`src/rtl/mar_nibble_if.sv`:
```
// Controller-to-writer bus: address handshake, abort/status, and the MAR pin group.
interface mar_nibble_if #(
  parameter int AW = 16
);
  logic          addr_valid;
  logic          addr_ready;
  logic [AW-1:0] addr;
  logic          abort;
  logic          busy;
  logic          done;
  logic [3:0]    mar_d;
  logic [1:0]    mar_sel;
  logic          mar_g;
  logic          mar_g1_n;
  logic          mar_g2_n;

  modport master (
    output addr_valid, addr, abort,
    input  addr_ready, busy, done, mar_d, mar_sel, mar_g, mar_g1_n, mar_g2_n
  );

  modport slave (
    input  addr_valid, addr, abort,
    output addr_ready, busy, done, mar_d, mar_sel, mar_g, mar_g1_n, mar_g2_n
  );
endinterface

```
`src/rtl/mar_nibble_writer.sv`:
```
// Loads a captured address word into the MAR one nibble at a time, LSB first,
// with a setup / strobe / hold sequence per nibble and a one-cycle done pulse.
module mar_nibble_writer #(
  parameter int NIBBLES       = 4,
  parameter int SETUP_CYCLES  = 1,
  parameter int STROBE_CYCLES = 2,
  parameter int HOLD_CYCLES   = 1
) (
  input  logic         clk,
  input  logic         rst_n,
  input  logic         ena,
  mar_nibble_if.slave  bus
);
  localparam int AW    = 4 * NIBBLES;
  localparam int MAXC0 = (SETUP_CYCLES > STROBE_CYCLES) ? SETUP_CYCLES : STROBE_CYCLES;
  localparam int MAXC  = (MAXC0 > HOLD_CYCLES) ? MAXC0 : HOLD_CYCLES;
  localparam int CW    = (MAXC > 1) ? $clog2(MAXC) : 1;

  localparam logic [CW-1:0] SETUP_LD  = CW'(SETUP_CYCLES - 1);
  localparam logic [CW-1:0] STROBE_LD = CW'(STROBE_CYCLES - 1);
  localparam logic [CW-1:0] HOLD_LD   = CW'(HOLD_CYCLES - 1);
  localparam logic [1:0]    K_LAST    = 2'(NIBBLES - 1);

  typedef enum logic [2:0] {
    S_IDLE, S_SETUP, S_STROBE, S_HOLD, S_DONE
  } state_t;

  state_t        state_q, state_d;
  logic [CW-1:0] cnt_q, cnt_d;
  logic [1:0]    k_q, k_d;
  logic [AW-1:0] shadow_q, shadow_d;
  logic [3:0]    mar_d_q, mar_d_d;
  logic [1:0]    mar_sel_q, mar_sel_d;
  logic          mar_g_q, mar_g_d;
  logic          en_n_q, en_n_d;
  logic          busy_q, busy_d;
  logic          done_q, done_d;

  logic          addr_ready_w;
  logic          in_xfer;
  logic [15:0]   shadow_ext;

  assign addr_ready_w = (state_q == S_IDLE) && ena;

  always_comb begin
    state_d  = state_q;
    cnt_d    = cnt_q;
    k_d      = k_q;
    shadow_d = shadow_q;
    case (state_q)
      S_IDLE: begin
        if (bus.addr_valid && addr_ready_w) begin
          state_d  = S_SETUP;
          cnt_d    = SETUP_LD;
          k_d      = 2'd0;
          shadow_d = bus.addr;
        end
      end
      S_SETUP: begin
        if (cnt_q == '0) begin
          state_d = S_STROBE;
          cnt_d   = STROBE_LD;
        end else begin
          cnt_d = cnt_q - CW'(1);
        end
      end
      S_STROBE: begin
        if (cnt_q == '0) begin
          state_d = S_HOLD;
          cnt_d   = HOLD_LD;
        end else begin
          cnt_d = cnt_q - CW'(1);
        end
      end
      S_HOLD: begin
        if (cnt_q == '0) begin
          if (k_q == K_LAST) begin
            state_d = S_DONE;
            cnt_d   = '0;
          end else begin
            state_d = S_SETUP;
            cnt_d   = SETUP_LD;
            k_d     = k_q + 2'd1;
          end
        end else begin
          cnt_d = cnt_q - CW'(1);
        end
      end
      S_DONE:  state_d = S_IDLE;
      default: state_d = S_IDLE;
    endcase

    // Abort overrides every in-flight state; IDLE has nothing to cancel, so accept wins there.
    if (bus.abort && (state_q != S_IDLE)) begin
      state_d = S_IDLE;
      cnt_d   = '0;
    end
  end

  // Registered outputs are derived from the next state so pins line up with the state cycle.
  always_comb begin
    in_xfer    = (state_d == S_SETUP) || (state_d == S_STROBE) || (state_d == S_HOLD);
    shadow_ext = 16'(shadow_d);
    mar_d_d    = mar_d_q;
    mar_sel_d  = mar_sel_q;
    if (state_d == S_SETUP) begin
      mar_d_d   = shadow_ext[{k_d, 2'b00} +: 4];
      mar_sel_d = k_d;
    end
    mar_g_d = (state_d == S_STROBE);
    en_n_d  = !in_xfer;
    busy_d  = in_xfer;
    done_d  = (state_d == S_DONE);
  end

  always_ff @(posedge clk or negedge rst_n) begin
    if (!rst_n) begin
      state_q   <= S_IDLE;
      cnt_q     <= '0;
      k_q       <= 2'd0;
      shadow_q  <= '0;
      mar_d_q   <= 4'd0;
      mar_sel_q <= 2'd0;
      mar_g_q   <= 1'b0;
      en_n_q    <= 1'b1;
      busy_q    <= 1'b0;
      done_q    <= 1'b0;
    end else begin
      state_q   <= state_d;
      cnt_q     <= cnt_d;
      k_q       <= k_d;
      shadow_q  <= shadow_d;
      mar_d_q   <= mar_d_d;
      mar_sel_q <= mar_sel_d;
      mar_g_q   <= mar_g_d;
      en_n_q    <= en_n_d;
      busy_q    <= busy_d;
      done_q    <= done_d;
    end
  end

  assign bus.addr_ready = addr_ready_w;
  assign bus.busy       = busy_q;
  assign bus.done       = done_q;
  assign bus.mar_d      = mar_d_q;
  assign bus.mar_sel    = mar_sel_q;
  assign bus.mar_g      = mar_g_q;
  assign bus.mar_g1_n   = en_n_q;
  assign bus.mar_g2_n   = en_n_q;
endmodule
```
`src/flat_wrapper.sv`:
```
// flat-port wrapper written by rule: the top's interface ports become plain ports
module mar_nibble_writer_flat 
#(
  parameter int NIBBLES       = 4,
  parameter int SETUP_CYCLES  = 1,
  parameter int STROBE_CYCLES = 2,
  parameter int HOLD_CYCLES   = 1
)
  (clk, rst_n, ena, bus_addr_valid, bus_addr, bus_abort, bus_addr_ready, bus_busy, bus_done, bus_mar_d, bus_mar_sel, bus_mar_g, bus_mar_g1_n, bus_mar_g2_n);
  mar_nibble_if bus_i ();
  input  logic clk;
  input  logic rst_n;
  input  logic ena;
  input wire logic [$bits(bus_i.addr_valid)-1:0] bus_addr_valid;
  input wire logic [$bits(bus_i.addr)-1:0] bus_addr;
  input wire logic [$bits(bus_i.abort)-1:0] bus_abort;
  output wire logic [$bits(bus_i.addr_ready)-1:0] bus_addr_ready;
  output wire logic [$bits(bus_i.busy)-1:0] bus_busy;
  output wire logic [$bits(bus_i.done)-1:0] bus_done;
  output wire logic [$bits(bus_i.mar_d)-1:0] bus_mar_d;
  output wire logic [$bits(bus_i.mar_sel)-1:0] bus_mar_sel;
  output wire logic [$bits(bus_i.mar_g)-1:0] bus_mar_g;
  output wire logic [$bits(bus_i.mar_g1_n)-1:0] bus_mar_g1_n;
  output wire logic [$bits(bus_i.mar_g2_n)-1:0] bus_mar_g2_n;
  assign bus_i.addr_valid = bus_addr_valid;
  assign bus_i.addr = bus_addr;
  assign bus_i.abort = bus_abort;
  assign bus_addr_ready = bus_i.addr_ready;
  assign bus_busy = bus_i.busy;
  assign bus_done = bus_i.done;
  assign bus_mar_d = bus_i.mar_d;
  assign bus_mar_sel = bus_i.mar_sel;
  assign bus_mar_g = bus_i.mar_g;
  assign bus_mar_g1_n = bus_i.mar_g1_n;
  assign bus_mar_g2_n = bus_i.mar_g2_n;
  mar_nibble_writer #(.NIBBLES(NIBBLES), .SETUP_CYCLES(SETUP_CYCLES), .STROBE_CYCLES(STROBE_CYCLES), .HOLD_CYCLES(HOLD_CYCLES)) u_core (.clk(clk), .rst_n(rst_n), .ena(ena), .bus(bus_i));
endmodule
```
`config.mk`:
```
export PLATFORM = sky130hd
export DESIGN_NAME = mar_nibble_writer_flat
export DESIGN_NICKNAME = d
export VERILOG_FILES = /design/src/rtl/mar_nibble_if.sv /design/src/rtl/mar_nibble_writer.sv /design/src/flat_wrapper.sv
export SDC_FILE = /design/constraint.sdc
export NUM_CORES = 1
export LEC_CHECK = 0
export CORE_MARGIN = 5
export CORE_UTILIZATION = 53
export CTS_BUF_LIST = sky130_fd_sc_hd__clkbuf_2
export DETAILED_ROUTE_END_ITERATION = 6
export PLACE_DENSITY_LB_ADDON = 0.12
export SLEW_MARGIN = 30
export SYNTH_ARGS = -nofsm -noshare
export SYNTH_HDL_FRONTEND = slang
export SYNTH_SLANG_ARGS = --single-unit
```
`constraint.sdc`:
```
create_clock -name clk -period 2.6 [get_ports clk]
set_clock_uncertainty 0.05 [all_clocks]
set_input_delay 0.39 -clock clk [delete_from_list [all_inputs] [get_ports clk]]
set_output_delay 0.39 -clock clk [all_outputs]
set_load 0.01 [all_outputs]
```
==> results of run 1 <==
==> final cells by class <==
class / count / area [um2] / share of cell area
flip-flops and latches: 32 / 805 / 0.397
repair buffers: 42 / 395 / 0.195
clock inverters: 2 / 7.51 / 0.00370
clock buffers: 5 / 25.0 / 0.0123
well taps: 33 / 41.3 / 0.0204
multi-input cells: 116 / 714 / 0.352
inverters: 10 / 38.8 / 0.0191
==> routing by layer <==
metal / global-route usage / vias up / wire, um
met2: 0.308 / 48 / 1770
met1: 0.227 / 639 / 1450
met4: 0.0933 / 0 / 85
met5: 0 / - / 0
li1: - / 654 / -
met3: 0.0513 / 10 / 255
==> timing repair <==
item,CTS,global route
endpoints found under the setup margin,0,1
setup buffers,0,5
gates resized for setup,0,2
==> cells by family (layout without fill, tap and decap cells) <==
logic type               after synthesis  in the layout
AND/OR/NAND/NOR                       78             78
AO/OA/AOI/OAI                         32             32
flip-flops                            32             32
buffers and inverters                 19             59
adder cells (fa/ha/maj)                3              3
multiplexers                           2              2
XOR/XNOR                               1              1
==> critical path, delay by kind of cell, from the launching register on <==
| family | cells | cell delay [ns] |
|---|---|---|
| and+or+nand+nor | 1 | 0.58 |
| DFF | 1 | 0.51 |
| buffers and inverters | 2 | 0.63 |
==> worst paths after layout <==
| path | end | depth (start not counted) | startpoint | slack (ns) |
|---|---|---|---|---|
| max | bus_addr_ready | 3 | u_core.state_q[0] | 0.09 |
| min | u_core.shadow_q[2] | 2 | rst_n | 0.35 |
| max reg2reg | u_core.bus.mar_d[0] | 6 | u_core.state_q[2] | 0.43 |
| min reg2reg | u_core.shadow_q[3] | 2 | u_core.shadow_q[3] | 0.46 |
| max in group asynchronous | u_core.bus.mar_g1_n | 2 | rst_n | 1.82 |
| min in group clk | u_core.shadow_q[3] | 2 | u_core.shadow_q[3] | 0.46 |
==> sequential cells by signal, indices dropped and copies added, names as in the netlist <==
name,count
u_core.bus.done,1
u_core.state_q,3
u_core.shadow_q,16
u_core.bus.mar_sel,2
u_core.bus.busy,1
u_core.bus.mar_g1_n,1
u_core.bus.mar_d,4
u_core.k_q,2
u_core.bus.mar_g,1
u_core.cnt_q,1
==> per-stage QoR <==
stage / hold slack, ns / utilization / cell area (um2) / instances
5_1_grt: 0.364 / 0.681 / 2030 / 240
4_1_cts: 0.345 / 0.667 / 1990 / 235
3_3_place_gp: 0.420 / 0.656 / 1950 / 228
3_5_place_dp: 0.423 / 0.656 / 1950 / 228
2_1_floorplan: 0.0444 / - / 1610 / 167
6_report: 0.353 / 0.681 / 2030 / 240
==> cells in the final DEF, fill, tap and decap left out, types with 4 or more instances in the layout <==
cell type,count
clkdlybuf4s50_1,32
nor2_1,7
clkbuf_2,5
buf_4,10
a21oi_1,6
o21ai_0,9
nand2b_1,4
dfrtp_1,29
nand2_1,40
inv_1,9
==> power breakdown <==
| part | leakage (nW) | switching [mW] | internal, mW |
|---|---|---|---|
| registers | 0.396 | 0.166 | 0.724 |
| logic | 0.523 | 0.517 | 0.543 |
| clock network | 0.0239 | 0.160 | 0.0553 |
| total | 0.943 | 0.843 | 1.32 |
==> results.yml, run 1 <==
floorplanning:
  die_w_um: 65.1
  core_region_area_um2: 2980
  initial_core_util: 0.541
  dieArea_um2: 4240
  die_height_um: 65.1
  rows: 20
  io_pins: 33
pwr:
  vdd_drop_max_mv: 0.471
  power.total_mw: 2.17
  p_per_area_nw_per_um2: 1070
  p_leak_nw: 0.943
timing:
  rsz0062_at_grt: "no"
  slew_viol_final: 0
  post-route-period-util: 0.967
  slew-limit-headroom: 0.481
  max_freq_mhz: 398
  hold_viol_final: 0
  setup_tns_ns: 0
  fin_crit_ns: 2.51
  worst_pin_slew_ns: 0.776
  fin_ws_ns: 0.0864
  setup_viol: 0
finish:
  area_growth_pct: 25.8
  drive_gt1_frac: 0.140
  diodes: 0
  fillers: 251
  final_nets: 228
worst_setup_path:
  crit_path_max_incr_delay_ns: 0.58
  cp_cell_sequence: "or4b_4 -> clkinv_2 -> clkdlybuf4s50_1"
  start_kind: "flop"
  arrival_ns: 2.07
  required_ns: 2.16
  crit_type: "reg -> out"
  critPathCaptureType: "output pin"
  worstPathMaxFanout: 11
  critical_path.slowest_cell: "or4b_4"
clocking:
  clk_pin_slew_worst_paths_ns: 0.15
  root_buffer: "clkbuf_2"
  cts.sink_count: 32
  hold_buffers: 0
  cts_tree: "yes"
  cts_htree_levels: 2
  cts-buffers-inserted: 5
  clock_latency_ns: 0.37
  clockBufferDepth: 2
yosys:
  muxShareOfSynthArea: 0.0163
  ys_async_sr_fraction: 1.00
  netlist_instances: 167
  yosysSeqAreaShare: 0.498
  synth_edf_count: 0
  yosysMostFrequentCell: "nand2_1"
  synth_top_area_frac: 0.481
  yosys.area.top_type: "dfrtp_1"
  synth_commonest_cells: "40 x nand2_1, 31 x dfrtp_1, 9 x inv_1, 9 x o21ai_0, 7 x nor2_1"
  synth_nets: 188
  synthSimpleGateAreaFrac: 0.249
  synth-xor-area-share: 0.00543
  synth_compound_area_frac: 0.154
  synth_seq_cells: 32
  synth_ff_type: "dfrtp_1"
  ys_top_cells_by_area: "dfrtp_1 48%, nand2_1 9.3%, o21ai_0 2.8%"
  yosysUniqueCellTypes: 45
  netlist_area_um2: 1610
  yosysWarnings: 0
  synthAdderAreaFrac: 0.0186
  syn_avg_cell_area_um2: 9.65
  synth_top_family_by_area: "simple AND/OR/NAND/NOR gates"
detailed_routing:
  vias_per_cell: 5.63
  drcViolationCount: 0
  wire_per_inst_um: 14.8
  drtIter0Drc: 83
  dr_total_vias: 1351
  antenna_left: 0
  routed_wirelength_um: 3560
  firstDrtPassIters: 4
global_routing:
  grt_pass1_vias: 1282
  grt-ovfl-total: 0
  grt_pass1_wl_um: 5950
  grt.total_usage: 0.188
  grt_max_degree: 33
  antenna_found_initial: 0
placed_design:
  place_ws_ns: 0.170
  dp_hpwl_um: 2530
  gp_congestion: 0.841
  portBuffers: 32
flow_run:
  drv_cap: 0
run_status:
  status: "finished, final reports clean"
worst_hold_path:
  hold_class: "in -> async"
(Power assumes the default switching activity.)
==> inputs of run 2 (changes only) <==
--- a/config.mk
+++ b/config.mk
@@ -5,8 +5,9 @@
 export SDC_FILE = /design/constraint.sdc
 export NUM_CORES = 1
 export LEC_CHECK = 0
+export CAP_MARGIN = 20
 export CORE_MARGIN = 5
-export CORE_UTILIZATION = 53
+export CORE_UTILIZATION = 55
 export CTS_BUF_LIST = sky130_fd_sc_hd__clkbuf_2
 export DETAILED_ROUTE_END_ITERATION = 6
 export PLACE_DENSITY_LB_ADDON = 0.12
==> constraint.sdc (replaced) <==
create_clock -name clk -period 2.95 [get_ports clk]
set_clock_uncertainty 0.05 [all_clocks]
set_input_delay 0.4425 -clock clk [delete_from_list [all_inputs] [get_ports clk]]
set_output_delay 0.4425 -clock clk [all_outputs]
set_load 0.01 [all_outputs]
==> run 2 against run 1 <==
Against the previous run:
- register-to-register slack better by 0.20 ns
- via count down 2.0%
- global-route usage up 0.59 points
- cell count is 2.9% lower
- routed wire length grew 1.9%
- worst hold slack improved by 0.053 ns
- non-clock buffer count fell by 6
- setup slack better by 0.24 ns
- critical path depth stayed put
- design area decreased by 2.2%
- sequential power decreased by 11%
- sequential cell count did not move
- critical path type unchanged
- highest routed layer unchanged
==> results.yml, run 2 (synthesis results as in run 1) <==
worst_setup_path:
  cp_cell_sequence: "or4b_4 -> clkinv_2 -> clkdlybuf4s50_1"
  crit_type: "reg -> out"
  critical_path.slowest_cell: "or4b_4"
  crit_path_max_incr_delay_ns: 0.62
  endpoint: "bus_addr_ready"
  reg2reg_from: "u_core.state_q[2]"
  required_ns: 2.46
  worstPathMaxFanout: 9
  start_kind: "flop"
  r2r_end: "u_core.bus.mar_sel[1]"
  crit_path_start: "u_core.state_q[2]"
  critPathCaptureType: "output pin"
  r2r_cells: 5
  arrival_ns: 2.13
  r2r_slack_ns: 0.63
timing:
  rsz0062_at_grt: "no"
  post-route-period-util: 0.890
  max_freq_mhz: 381
  fin_crit_ns: 2.63
  slew_viol_final: 0
  setup_viol: 0
  worst_pin_slew_ns: 0.696
  hold_viol_final: 0
  setup_tns_ns: 0
  fin_ws_ns: 0.325
  slew-limit-headroom: 0.534
pwr:
  comb_power_share: 0.475
  seq_power_share: 0.421
  vdd_drop_max_mv: 0.744
  switching_share: 0.394
  p_sw_mw: 0.742
  clkPwrFrac: 0.103
  p_leak_nw: 0.918
  p_per_area_nw_per_um2: 951
  intPower_mw: 1.14
floorplanning:
  initial_core_util: 0.579
  io_pins: 33
  core_region_area_um2: 2780
  die_height_um: 64.1
  rows: 19
  dieArea_um2: 4110
  die_w_um: 64.1
global_routing:
  grt-ovfl-total: 0
  grt.total_usage: 0.194
  antenna_found_initial: 0
  grt_pass1_vias: 1358
  grt_pass1_wl_um: 6290
  grt_max_degree: 19
flow_run:
  drv_cap: 0
detailed_routing:
  vias_per_cell: 5.68
  drtIter0Drc: 108
  antenna_left: 0
  routed_wirelength_um: 3630
  firstDrtPassIters: 4
  dr_total_vias: 1324
  drcViolationCount: 0
  wire_per_inst_um: 15.6
finish:
  final_cell_mix: "40 x nand2_1, 32 x clkdlybuf4s50_1, 31 x dfrtp_1, 9 x inv_1, 9 x o21ai_0"
  diodes: 0
  layout_commonest_cell: "nand2_1"
  area_growth_pct: 23.0
  multiInputGateArea_um2: 714
  top_register: "u_core.shadow_q"
  final_nets: 222
  drive_gt1_frac: 0.109
  area.sequential_um2: 802
  fillers: 228
  largest_register_ff_count: 16
placed_design:
  dp_hpwl_um: 2740
  place_ws_ns: 0.347
  portBuffers: 32
  gp_congestion: 0.805
clocking:
  cts-buffers-inserted: 5
  root_buffer: "clkbuf_2"
  clock_latency_ns: 0.36
  cts_htree_levels: 2
  cts_resized: 0
  hold_buffers: 0
  postCtsSetupRepairBufs: 0
  clk_pin_slew_worst_paths_ns: 0.16
  cts_tree: "yes"
  cts.sink_count: 32
  clockBufferDepth: 2
run_status:
  status: "finished, final reports clean"
worst_hold_path:
  hold_class: "in -> async"
[run 2: critical path: cells and delay by family, from the launching register on]
kind | cells | cell delay (ns)
buf+inv | 2 | 0.63
flops | 1 | 0.52
simple gates | 1 | 0.62
[run 2: worst min-delay path by stage]
stage	from	to	cells past startpoint
6_report	rst_n	u_core.cnt_q	1
5_1_grt	rst_n	u_core.bus.done	1
4_1_cts	rst_n	u_core.cnt_q	1
3_5_place_dp	u_core.shadow_q[9]	u_core.shadow_q[9]	2
3_3_place_gp	u_core.shadow_q[3]	u_core.shadow_q[3]	2
2_1_floorplan	rst_n	u_core.bus.busy	0
[run 2: metal layers]
metal	part of all wire	track usage	routed length [um]	vias up
met5	0	0	0	-
met4	0.020	0.0687	71	0
met3	0.076	0.0630	277	10
met2	0.48	0.333	1750	62
met1	0.42	0.225	1530	609
li1	-	-	-	643
[run 2: power groups by stage]
| stage | logic (mW) | clock network [mW] | registers [mW] |
|---|---|---|---|
| after floorplan | 0.627 | 0 | 0.753 |
| after global placement | 0.868 | 0 | 0.790 |
| after detailed placement | 0.894 | 0 | 0.802 |
| after CTS | 0.898 | 0.201 | 0.790 |
| after global routing | 0.981 | 0.228 | 0.820 |
| final | 0.896 | 0.195 | 0.794 |
[run 2: area by class of cell]
cell class                 instances  area share
clock inverter                     2     0.00379
sequential                        32       0.405
tap                               31      0.0196
inverter                          10      0.0196
timing repair buffer              36       0.177
clock buffer                       6      0.0152
multi-input combinational        116       0.360
[run 2: metrics by stage]
stage / instance area [um2] / utilization / cells / total power [mW] / hold WS (ns)
detailed placement: 1940 / 0.699 / 225 / 1.70 / 0.420
floorplan: 1610 / - / 167 / 1.38 / 0.0969
finish: 1980 / 0.713 / 233 / 1.88 / 0.406
CTS: 1980 / 0.713 / 233 / 1.89 / 0.417
global route: 1980 / 0.713 / 233 / 2.03 / 0.415
global placement: 1940 / 0.699 / 225 / 1.66 / 0.416
